File: src/rtl/mips_pipe_ctrl_pkg.sv
// Shared types for the pipeline-control unit: debug FSM states and stall-cause codes.
package mips_pipe_ctrl_pkg;

  typedef enum logic [1:0] {
    PcRun  = 2'd0,
    PcHalt = 2'd1,
    PcStep = 2'd2
  } pc_state_e;

  // Winning hazard for the current cycle, highest priority first.
  typedef enum logic [2:0] {
    CauseNone     = 3'd0,
    CauseFreeze   = 3'd1,
    CauseLoadUse  = 3'd2,
    CauseBranch   = 3'd3,
    CauseInstWait = 3'd4
  } stall_cause_e;

  // A redirect is not a stall even when the fetch is also waiting.
  function automatic logic is_stall(input stall_cause_e cause);
    return (cause == CauseFreeze) || (cause == CauseLoadUse) || (cause == CauseInstWait);
  endfunction

endpackage

File: src/rtl/mips_pipe_ctrl_if.sv
// Hazard/handshake inputs and stage-control/counter outputs of the pipeline-control unit.
interface mips_pipe_ctrl_if #(
  parameter int unsigned STAGES = 5,
  parameter int unsigned CNT_W  = 32
);

  logic              debug_en;
  logic              debug_step;
  logic              load_use;
  logic              branch_taken;
  logic              inst_ack;
  logic              mem_req;
  logic              mem_ack;
  logic [STAGES-1:0] stage_en;
  logic [STAGES-1:0] stage_rst;
  logic [STAGES-1:0] stage_valid;
  logic              halted;
  logic [CNT_W-1:0]  cycle_cnt;
  logic [CNT_W-1:0]  stall_cnt;
  logic [CNT_W-1:0]  retire_cnt;

  // Core datapath side.
  modport master (
    output debug_en, debug_step, load_use, branch_taken, inst_ack, mem_req, mem_ack,
    input  stage_en, stage_rst, stage_valid, halted, cycle_cnt, stall_cnt, retire_cnt
  );

  // Pipeline-control side.
  modport slave (
    input  debug_en, debug_step, load_use, branch_taken, inst_ack, mem_req, mem_ack,
    output stage_en, stage_rst, stage_valid, halted, cycle_cnt, stall_cnt, retire_cnt
  );

endinterface

File: src/rtl/mips_step_sync.sv
// Two-flop synchroniser for the debug step button followed by a rising-edge pulse.
module mips_step_sync (
  input  logic i_clk,
  input  logic i_rst_n,
  input  logic i_async,
  output logic o_pulse
);

  logic r_meta;
  logic r_sync;
  logic r_prev;

  always_ff @(posedge i_clk or negedge i_rst_n) begin
    if (!i_rst_n) begin
      r_meta <= 1'b0;
      r_sync <= 1'b0;
      r_prev <= 1'b0;
    end else begin
      r_meta <= i_async;
      r_sync <= r_meta;
      r_prev <= r_sync;
    end
  end

  assign o_pulse = r_sync & ~r_prev;

endmodule

File: src/rtl/mips_pipe_ctrl.sv
// Pipeline-control unit: per-stage enable/bubble/valid vectors, debug run/halt/step FSM
// and saturating performance counters for the N-stage MIPS core.
module mips_pipe_ctrl
  import mips_pipe_ctrl_pkg::*;
#(
  parameter int unsigned STAGES  = 5,
  parameter int unsigned ID_STG  = 1,
  parameter int unsigned BR_STG  = 1,
  parameter int unsigned MEM_STG = 3,
  parameter int unsigned CNT_W   = 32
) (
  input logic             i_clk,
  input logic             i_rst_n,
  mips_pipe_ctrl_if.slave io_bus
);

  localparam logic [CNT_W-1:0] CntOne = {{(CNT_W-1){1'b0}}, 1'b1};
  localparam logic [CNT_W-1:0] CntMax = {CNT_W{1'b1}};

  pc_state_e         r_state;
  pc_state_e         w_state_d;
  stall_cause_e      w_cause;
  logic              w_go;
  logic              w_freeze;
  logic              w_step_pulse;
  logic [STAGES-1:0] w_en;
  logic [STAGES-1:0] w_rst;
  logic [STAGES-1:0] w_prev;
  logic [STAGES-1:0] w_valid_d;
  logic [STAGES-1:0] r_valid;
  logic [CNT_W-1:0]  r_cycle_cnt;
  logic [CNT_W-1:0]  r_stall_cnt;
  logic [CNT_W-1:0]  r_retire_cnt;

  function automatic logic [CNT_W-1:0] sat_inc(input logic [CNT_W-1:0] v, input logic inc);
    return (inc && (v != CntMax)) ? v + CntOne : v;
  endfunction

  mips_step_sync u_step_sync (
    .i_clk   (i_clk),
    .i_rst_n (i_rst_n),
    .i_async (io_bus.debug_step),
    .o_pulse (w_step_pulse)
  );

  assign w_go     = (r_state == PcRun) || (r_state == PcStep);
  assign w_freeze = r_valid[MEM_STG] & io_bus.mem_req & ~io_bus.mem_ack;

  always_comb begin
    w_cause = CauseNone;
    if (w_freeze) begin
      w_cause = CauseFreeze;
    end else if (io_bus.load_use) begin
      w_cause = CauseLoadUse;
    end else if (io_bus.branch_taken) begin
      w_cause = CauseBranch;
    end else if (!io_bus.inst_ack) begin
      w_cause = CauseInstWait;
    end
  end

  // Bubbles go only into the stage that would otherwise receive the withheld instruction.
  always_comb begin
    w_en  = '0;
    w_rst = '0;
    if (!i_rst_n) begin
      w_rst = '1;
    end else if (w_go) begin
      unique case (w_cause)
        CauseFreeze: begin
          w_en = '0;
        end
        CauseLoadUse: begin
          for (int unsigned i = 0; i < STAGES; i++) begin
            w_en[i]  = (i > ID_STG);
            w_rst[i] = (i == ID_STG + 1);
          end
        end
        CauseBranch: begin
          w_en = '1;
          for (int unsigned i = 0; i < STAGES; i++) begin
            w_rst[i] = (i >= 1) && (i <= BR_STG);
          end
        end
        CauseInstWait: begin
          w_en     = '1;
          w_en[0]  = 1'b0;
          w_rst[1] = 1'b1;
        end
        default: begin
          w_en = '1;
        end
      endcase
    end
  end

  // Stage 0 always takes a real instruction from the fetch side.
  assign w_prev    = {r_valid[STAGES-2:0], 1'b1};
  assign w_valid_d = ~w_rst & ((w_en & w_prev) | (~w_en & r_valid));

  always_comb begin
    w_state_d = r_state;
    unique case (r_state)
      PcRun: begin
        if (io_bus.debug_en) w_state_d = PcHalt;
      end
      PcHalt: begin
        if (!io_bus.debug_en) begin
          w_state_d = PcRun;
        end else if (w_step_pulse) begin
          w_state_d = PcStep;
        end
      end
      PcStep: begin
        if (w_cause != CauseFreeze) w_state_d = io_bus.debug_en ? PcHalt : PcRun;
      end
      default: begin
        w_state_d = PcRun;
      end
    endcase
  end

  always_ff @(posedge i_clk or negedge i_rst_n) begin
    if (!i_rst_n) begin
      r_state      <= PcRun;
      r_valid      <= '0;
      r_cycle_cnt  <= '0;
      r_stall_cnt  <= '0;
      r_retire_cnt <= '0;
    end else begin
      r_state      <= w_state_d;
      r_valid      <= w_valid_d;
      r_cycle_cnt  <= sat_inc(r_cycle_cnt, w_go);
      r_stall_cnt  <= sat_inc(r_stall_cnt, w_go & is_stall(w_cause));
      r_retire_cnt <= sat_inc(r_retire_cnt, r_valid[STAGES-1] & w_en[STAGES-1]);
    end
  end

  assign io_bus.stage_en    = w_en;
  assign io_bus.stage_rst   = w_rst;
  assign io_bus.stage_valid = r_valid;
  assign io_bus.halted      = (r_state == PcHalt);
  assign io_bus.cycle_cnt   = r_cycle_cnt;
  assign io_bus.stall_cnt   = r_stall_cnt;
  assign io_bus.retire_cnt  = r_retire_cnt;

endmodule

File: src/flat_wrapper.sv
// flat-port wrapper written by rule: the top's interface ports become plain ports
module mips_pipe_ctrl_flat import mips_pipe_ctrl_pkg::*;
#(
  parameter int unsigned STAGES  = 5,
  parameter int unsigned ID_STG  = 1,
  parameter int unsigned BR_STG  = 1,
  parameter int unsigned MEM_STG = 3,
  parameter int unsigned CNT_W   = 32
)
  (i_clk, i_rst_n, io_bus_debug_en, io_bus_debug_step, io_bus_load_use, io_bus_branch_taken, io_bus_inst_ack, io_bus_mem_req, io_bus_mem_ack, io_bus_stage_en, io_bus_stage_rst, io_bus_stage_valid, io_bus_halted, io_bus_cycle_cnt, io_bus_stall_cnt, io_bus_retire_cnt);
  mips_pipe_ctrl_if #(.STAGES(STAGES), .CNT_W(CNT_W)) io_bus_i ();
  input logic i_clk;
  input logic i_rst_n;
  input wire logic [$bits(io_bus_i.debug_en)-1:0] io_bus_debug_en;
  input wire logic [$bits(io_bus_i.debug_step)-1:0] io_bus_debug_step;
  input wire logic [$bits(io_bus_i.load_use)-1:0] io_bus_load_use;
  input wire logic [$bits(io_bus_i.branch_taken)-1:0] io_bus_branch_taken;
  input wire logic [$bits(io_bus_i.inst_ack)-1:0] io_bus_inst_ack;
  input wire logic [$bits(io_bus_i.mem_req)-1:0] io_bus_mem_req;
  input wire logic [$bits(io_bus_i.mem_ack)-1:0] io_bus_mem_ack;
  output wire logic [$bits(io_bus_i.stage_en)-1:0] io_bus_stage_en;
  output wire logic [$bits(io_bus_i.stage_rst)-1:0] io_bus_stage_rst;
  output wire logic [$bits(io_bus_i.stage_valid)-1:0] io_bus_stage_valid;
  output wire logic [$bits(io_bus_i.halted)-1:0] io_bus_halted;
  output wire logic [$bits(io_bus_i.cycle_cnt)-1:0] io_bus_cycle_cnt;
  output wire logic [$bits(io_bus_i.stall_cnt)-1:0] io_bus_stall_cnt;
  output wire logic [$bits(io_bus_i.retire_cnt)-1:0] io_bus_retire_cnt;
  assign io_bus_i.debug_en = io_bus_debug_en;
  assign io_bus_i.debug_step = io_bus_debug_step;
  assign io_bus_i.load_use = io_bus_load_use;
  assign io_bus_i.branch_taken = io_bus_branch_taken;
  assign io_bus_i.inst_ack = io_bus_inst_ack;
  assign io_bus_i.mem_req = io_bus_mem_req;
  assign io_bus_i.mem_ack = io_bus_mem_ack;
  assign io_bus_stage_en = io_bus_i.stage_en;
  assign io_bus_stage_rst = io_bus_i.stage_rst;
  assign io_bus_stage_valid = io_bus_i.stage_valid;
  assign io_bus_halted = io_bus_i.halted;
  assign io_bus_cycle_cnt = io_bus_i.cycle_cnt;
  assign io_bus_stall_cnt = io_bus_i.stall_cnt;
  assign io_bus_retire_cnt = io_bus_i.retire_cnt;
  mips_pipe_ctrl #(.STAGES(STAGES), .ID_STG(ID_STG), .BR_STG(BR_STG), .MEM_STG(MEM_STG), .CNT_W(CNT_W)) u_core (.i_clk(i_clk), .i_rst_n(i_rst_n), .io_bus(io_bus_i));
endmodule
File: config.mk
export PLATFORM = sky130hd
export DESIGN_NAME = mips_pipe_ctrl_flat
export DESIGN_NICKNAME = d
export VERILOG_FILES = /design/src/rtl/mips_pipe_ctrl_pkg.sv /design/src/rtl/mips_pipe_ctrl_if.sv /design/src/rtl/mips_step_sync.sv /design/src/rtl/mips_pipe_ctrl.sv /design/src/flat_wrapper.sv
export SDC_FILE = /design/constraint.sdc
export NUM_CORES = 1
export LEC_CHECK = 0
export BUFFER_PORTS_ARGS = -buffer_cell sky130_fd_sc_hd__buf_2
export CAP_MARGIN = 20
export CORE_UTILIZATION = 54
export DETAILED_ROUTE_END_ITERATION = 12
export PLACE_DENSITY = 0.8
export SYNTH_ARGS = -nofsm -noshare
export SYNTH_HDL_FRONTEND = slang
export SYNTH_SLANG_ARGS = --single-unit
export TNS_END_PERCENT = 1
File: constraint.sdc
create_clock -name i_clk -period 2.1 [get_ports i_clk]
set_input_delay 0.42 -clock i_clk [delete_from_list [all_inputs] [get_ports i_clk]]
set_output_delay 0.42 -clock i_clk [all_outputs]
set_load 0.01 [all_outputs]
==> results.rst, run 1 <==
.. list-table::
   :header-rows: 1

   * - Metric
     - Value
   * - Class of the worst hold path
     - input port to async pin
   * - Critical-path maximum fanout
     - 7
   * - Area share of and/or/nand/nor cells after synthesis
     - 26.0%
   * - Power per cell area
     - ~720 nW/um2
   * - Final instance area
     - 6320 um2
   * - Primary FF master, synth
     - dfrtp_1
   * - Compound-cell area share of the yosys netlist
     - 3.66%
   * - F_max
     - 499 MHz
   * - Detailed-route vias per instance
     - 5.45
   * - Die boundary width
     - 99.8 um
   * - Initial antenna violation count
     - 0
   * - Number of ports placed on the die boundary
     - 121
   * - Status
     - finished clean
   * - Drt first-iter violations
     - between 100 and 150
   * - Setup slack after placement
     - 0.0959 ns
   * - Count of state elements after synthesis
     - between 100 and 150
   * - Final-report max-slew violation count
     - 0
   * - Type of element capturing the critical path
     - output pin
   * - Number of global-route vias before repair
     - between 3000 and 4000
   * - Worst path arrival time
     - 1.59 ns
   * - Post-Place Cells
     - 742
   * - Chip Height
     - approximately 100 um
   * - Slowest CP cell
     - dfrtp_1
   * - Share of flip-flops with an asynchronous set or reset
     - between 90% and 100%
   * - Setup slack of the critical path after layout
     - 0.0947 ns
   * - Mean instance size in the synthesized netlist
     - approximately 11 um2
   * - Data required time at the worst endpoint
     - ~1.7 ns
   * - Clock edge transition at the registers on the reported setup and hold paths
     - 0.10 ns
   * - Hold Vio Cnt, Final
     - 0
   * - Footprint of the multi-input gates
     - 2410 um2
   * - Cells after synthesis
     - ~480
   * - Post-synthesis xor/xnor area fraction
     - 15.6%
   * - Global-route wire length before repair
     - 19000 um
   * - Remaining number of nets flagged by the antenna check after routing
     - 0
   * - Gpl congestion
     - 0.890
   * - Leading post-synthesis cells by cell area
     - dfrtp_1, xnor2_1, xor2_1
   * - Number of H-tree levels
     - 3
   * - Maximum cell stage delay along the critical path
     - 0.40 ns
   * - Number of nets at the end of the flow
     - around 640
   * - Kind of start point of the critical path
     - flop
   * - HPWL reported at the end of detailed placement
     - approximately 8700 um
   * - Part of the cycle the worst path needs
     - 95.5%
   * - Dominant combinational cell family by area after synthesis
     - simple AND/OR/NAND/NOR gates
   * - Most frequent cells in the layout
     - buf_2, dfrtp_1, xnor2_1, nand2_1, nand3_1
   * - Synthesized Nets
     - 488
   * - Routed wirelength normalized by instance count
     - 15.1 um
   * - Number of max-cap violations
     - 0
   * - Mux contribution to synthesized area
     - 0.654%
   * - Total wire length after detailed routing
     - 11500 um
   * - Peak supply drop
     - 0.000559 V
   * - Ordered list of cells on the worst path
     - nand3b_1, buf_4, and2_2, nand2_1, nand2_1, buf_2
   * - Fraction of final layout cells sized beyond drive strength 1
     - 31.1%
   * - Buffers on Ports
     - 120
   * - Pin count of the biggest net entering global routing
     - 42
   * - Portion of the post-synthesis area used by sequential elements
     - 51.3%
   * - Cell area reported after detailed placement
     - just over 6000 um2
   * - Adder-cell share of the synthesized area
     - less than 1%
   * - Effective utilization at floorplan
     - 55.9%
   * - Sum Neg Setup Slack
     - 0 ns
   * - Worst slew pin tran
     - around 0.58 ns
   * - Cell area after synthesis
     - about 5200 um2
   * - Number of diodes
     - 0
   * - Share of the synthesized area in the top cell type
     - 51.3%
   * - Core occupancy in the finished layout
     - 68.4%
   * - Buffers from clock root to sink, at most
     - 2
   * - Post-synthesis to final-layout area growth
     - 22.3%
   * - Leakage power total
     - 3.13 nW
   * - Total vias in the final route
     - 4139
   * - Number of setup violations in the final report
     - 0
   * - Flop-to-flop setup slack
     - between 0.1 and 0.15 ns
   * - Period minus WS final
     - 2.01 ns
   * - Clock Tree Root
     - clkbuf_8
   * - Core region area
     - 9240 um2
   * - CTS tree
     - yes
   * - GR Util All Layers
     - 24.1%
   * - Worst hold slack after final layout
     - 0.137 ns
   * - Iteration count of the initial detailed-routing pass
     - 4
   * - Normalized max-slew margin
     - 60.9%
   * - Num CTS Buffers
     - 9
   * - Number of synthesis warnings
     - 0
   * - Latest clock arrival within the worst-skew pair
     - 0.35 ns
   * - Footprint of the flip-flops and latches
     - 2650 um2
   * - Most common library cell in the layout ignoring fill and taps
     - buf_2
   * - Post-synth EDFFs
     - 0
   * - Crit-path most repeated cell
     - nand2_1
   * - Number of design rule violations left after detail routing
     - 0
   * - Layout Cells excl Fill
     - 760
   * - Placement Rows
     - 35
   * - Layout fillers
     - 751
   * - Global-route congestion overflow total
     - 0
   * - Number of buffers inserted for hold repair after clock tree synthesis
     - 0
   * - Unique masters post-synth
     - 53
   * - Unrepaired setup endpoints after global routing
     - true
   * - Post-Route Skew
     - ~0.011 ns
   * - Total power
     - 4.58 mW
   * - Class of the most critical setup path
     - flop to output pin
   * - Die area
     - 9970 um2
   * - Number of sinks handled by clock tree synthesis
     - 106
   * - Area leader, netlist
     - dfrtp_1
## cell usage after synthesis (all sizes together) (2+ instances only)
cell and n:
xnor2 63, a21oi 5, nor2 31, nand4 35, xor2 29, o21ai 3, nor4b 4, dfrtp 106
a21o 2, nand3b 2, ha 3, nand3 43, nor4 14, clkbuf 3, nand2 45, and4 5
and2 4, or3 7, nand4b 2, and3 15, or4 2, nor3 15, mux2 3, buf 8
a31oi 2, inv 11
## layer usage
metal | up-vias | global-route usage, % | share of wire [%]
li1 | 1980 | - | -
met1 | 2052 | 32.4 | 45
met2 | 97 | 39.5 | 49
met3 | 10 | 4.60 | 5.1
met4 | 0 | 8.26 | 1.1
met5 | - | 0 | 0
## worst max-delay path: cells and delay by family (launching register included)
kind,cells,cell delay (ns)
buf+inv,2,0.35
flops,1,0.40
simple gates,4,0.48
## kinds of logic (layout without fill, tap and decap cells)
kind of cell / after synthesis / in the layout
AND/OR/NAND/NOR: 229 / 229
multiplexers: 3 / 3
flip-flops: 106 / 106
XOR/XNOR: 92 / 92
adder cells (fa/ha/maj): 3 / 3
buffers and inverters: 22 / 177
AO/OA/AOI/OAI: 21 / 21
## registers in the layout, summed over array words and instances, names as in the netlist
register                   count
u_core.u_step_sync.r_meta      1
u_core.io_bus.retire_cnt      32
u_core.io_bus.stall_cnt       32
u_core.r_state                 2
u_core.u_step_sync.r_sync      1
u_core.u_step_sync.r_prev      1
u_core.io_bus.cycle_cnt       32
u_core.io_bus.stage_valid      5
## cell type report
| type | instances | area share (%) |
|---|---|---|
| flip-flops and latches | 106 | 42.0 |
| multi-input cells | 348 | 38.2 |
| repair buffers | 150 | 13.3 |
| well taps | 129 | 2.55 |
| clock buffers | 11 | 2.40 |
| clock inverters | 5 | 0.950 |
| inverters | 11 | 0.653 |
## repair_timing
item	4_1_cts	5_1_grt
setup endpoints to repair	1	4
pin swaps	1	1
setup buffers	1	1
resized for setup	1	2
## worst paths after layout
check                                             start                           end  cells past startpoint
setup / recovery           u_core.io_bus.stage_valid[3]           io_bus_stage_rst[2]                      6
hold / removal                                  i_rst_n  u_core.io_bus.retire_cnt[18]                      2
setup reg to reg             u_core.io_bus.stall_cnt[0]    u_core.io_bus.stall_cnt[4]                      6
hold reg to reg               u_core.u_step_sync.r_meta     u_core.u_step_sync.r_sync                      0
max in group asynchronous                       i_rst_n  u_core.io_bus.retire_cnt[12]                      3
min in group i_clk                    io_bus_debug_step     u_core.u_step_sync.r_meta                      1
## where the power goes
group          total, mW  leakage (nW)  internal [mW]  switching (mW)
clock               1.31         0.106          0.624           0.684
sequential          2.45          1.40           2.22           0.234
combinational      0.816          1.62          0.381           0.434
No activity file was read; power rests on OpenSTA's default activity.
==> inputs of run 2 (changes only) <==
CORE_UTILIZATION = 35   (was 54)
PLACE_DENSITY = unset   (was 0.8)
==> run 2 against run 1 <==
  * Non-clock buffer count is 3 higher
  * Largest power group unchanged
  * Sequential power about the same
  * Largest cell class unchanged
  * Cell area up 3.8%
  * Critical path depth is the same
==> results.rst, run 2 (same netlist as run 1, synthesis figures left out) <==
.. list-table::
   :header-rows: 1

   * - Metric
     - Value
   * - Drt first-iter violations
     - approximately 190
   * - Buffers on Ports
     - 120
   * - Kind of start point of the critical path
     - flop
   * - Num CTS Buffers
     - 9
   * - Setup slack of the critical path after layout
     - approximately 0.09 ns
   * - Setup slack after placement
     - 0.120 ns
   * - Post-Place Cells
     - 801
   * - Global-route wire length before repair
     - ~20000 um
   * - Worst hold slack after final layout
     - 0.0509 ns
   * - Iteration count of the initial detailed-routing pass
     - 4
   * - Routed wirelength normalized by instance count
     - 15.3 um
   * - Number of H-tree levels
     - 3
   * - Final-report max-slew violation count
     - 0
   * - Post-Route Skew
     - 0.00654 ns
   * - Share of total power in the clock network
     - 37.7%
   * - Number of max-cap violations
     - 0
   * - Power per cell area
     - 802 nW/um2
   * - Latest clock arrival within the worst-skew pair
     - between 0.3 and 0.4 ns
   * - Hold Vio Cnt, Final
     - 0
   * - Number of setup violations in the final report
     - 0
   * - Global-route congestion overflow total
     - 0
   * - Buffers from clock root to sink, at most
     - 2
   * - Pin count of the biggest net entering global routing
     - 57
   * - Normalized max-slew margin
     - 52.3%
   * - Footprint of the flip-flops and latches
     - 2650 um2
   * - Clock Tree Root
     - clkbuf_16
   * - Worst path arrival time
     - approximately 1.6 ns
   * - Leakage power total
     - ~3.2 nW
   * - Type of element capturing the critical path
     - output pin
   * - Class of the worst hold path
     - input port to async pin
   * - Class of the most critical setup path
     - flop to output pin
   * - Layout Cells excl Fill
     - approximately 820
   * - Remaining number of nets flagged by the antenna check after routing
     - 0
   * - Sum Neg Setup Slack
     - 0 ns
   * - Switching power total
     - 1.42 mW
   * - Worst slew pin tran
     - ~0.72 ns
   * - Number of ports placed on the die boundary
     - 121
   * - Number of buffers inserted for hold repair after clock tree synthesis
     - 0
   * - Status
     - finished clean
   * - Critical-path maximum fanout
     - 7
   * - Total wire length after detailed routing
     - 12500 um
   * - Most common library cell in the layout ignoring fill and taps
     - buf_2
   * - Most frequent cells in the layout
     - buf_2, dfrtp_1, xnor2_1, nand2_1, nand3_1
   * - Number of global-route vias before repair
     - around 3900
   * - Chip Height
     - 124 um
   * - Fraction of final layout cells sized beyond drive strength 1
     - 31.4%
   * - Die area
     - roughly 15000 um2
   * - Clock edge transition at the registers on the reported setup and hold paths
     - 0.07 ns
   * - CTS tree
     - yes
   * - Internal power
     - 3.84 mW
   * - Total vias in the final route
     - between 4000 and 5000
   * - Detailed-route vias per instance
     - 5.10
   * - Part of the cycle the worst path needs
     - 95.8%
   * - Gpl congestion
     - 0.836
   * - Sequential cell fraction of total power
     - 46.6%
   * - GR Util All Layers
     - 16.9%
   * - Initial antenna violation count
     - 1
   * - HPWL reported at the end of detailed placement
     - about 9400 um
   * - Unrepaired setup endpoints after global routing
     - true
   * - Number of nets at the end of the flow
     - 641
   * - Number of design rule violations left after detail routing
     - 0
   * - Peak supply drop
     - ~0.00063 V
   * - F_max
     - roughly 500 MHz
   * - Die boundary width
     - 124 um
   * - Placement Rows
     - 44
   * - Footprint of the multi-input gates
     - 2410 um2
   * - Switching part of the total power
     - 27.0%
   * - Period minus WS final
     - a little over 2 ns
   * - Core region area
     - 14500 um2
   * - Post-synthesis to final-layout area growth
     - 27.0%
   * - Effective utilization at floorplan
     - 35.7%
   * - Data required time at the worst endpoint
     - 1.68 ns
   * - Number of sinks handled by clock tree synthesis
     - 106
   * - Share of power burned in combinational logic
     - approximately 16%
   * - Layout fillers
     - 1369
## run 2: worst paths after layout
kind / start / to / slack [ns] / cells after the start
max: u_core.io_bus.stage_valid[3] / io_bus_stage_rst[2] / 0.09 / 6
min: i_rst_n / u_core.io_bus.stall_cnt[31] / 0.05 / 2
max reg2reg: u_core.io_bus.stall_cnt[0] / u_core.io_bus.stall_cnt[4] / 0.10 / 6
min reg2reg: u_core.u_step_sync.r_meta / u_core.u_step_sync.r_sync / 0.35 / 0
max in group asynchronous: i_rst_n / u_core.io_bus.cycle_cnt[21] / 1.04 / 3
min in group i_clk: io_bus_debug_step / u_core.u_step_sync.r_meta / 0.19 / 1
## run 2: power by group through the flow
stage,registers [mW],logic [mW],clock network [mW]
finish,2.45,0.831,1.98
global route,2.49,0.919,2.12
CTS,2.45,0.844,2.05
detailed placement,2.48,0.840,0
global placement,2.47,0.821,0
floorplan,2.54,0.338,0
## run 2: cell type report
type,count,share of cell area (%)
sequential,106,40.4
clock buffer,12,3.91
timing repair buffer,153,13.2
clock inverter,4,1.49
inverter,11,0.629
tap,184,3.51
antenna,3,0.114
multi-input combinational,348,36.8
## run 2: what timing repair did
item | 4_1_cts | 5_1_grt
setup endpoints to repair | 0 | 6
resized for setup | 0 | 4
setup buffers | 0 | 1
endpoints found under the hold margin | 0 | 0
## run 2: per-layer routing
layer	vias to the layer above	global-route usage (%)	part of all wire [%]
li1	2005	-	-
met1	2047	22.8	46
met2	121	25.8	45
met3	15	4.43	6.7
met4	0	6.85	1.9
met5	-	0	0
## run 2: per-stage QoR
step / cell area (um2) / power, mW / util (%)
global route: 6560 / 5.53 / 45.3
floorplan: 5170 / 2.88 / -
global placement: 6190 / 3.30 / 42.7
CTS: 6540 / 5.34 / 45.2
detailed placement: 6190 / 3.33 / 42.7
finish: 6560 / 5.27 / 45.3
## run 2: critical path, stage by stage, from the launching register on
cell	delay, ns
dfrtp_1	0.39
nand3b_1	0.12
buf_4	0.18
and2_2	0.22
nand2_1	0.09
nand2_1	0.09
buf_2	0.17
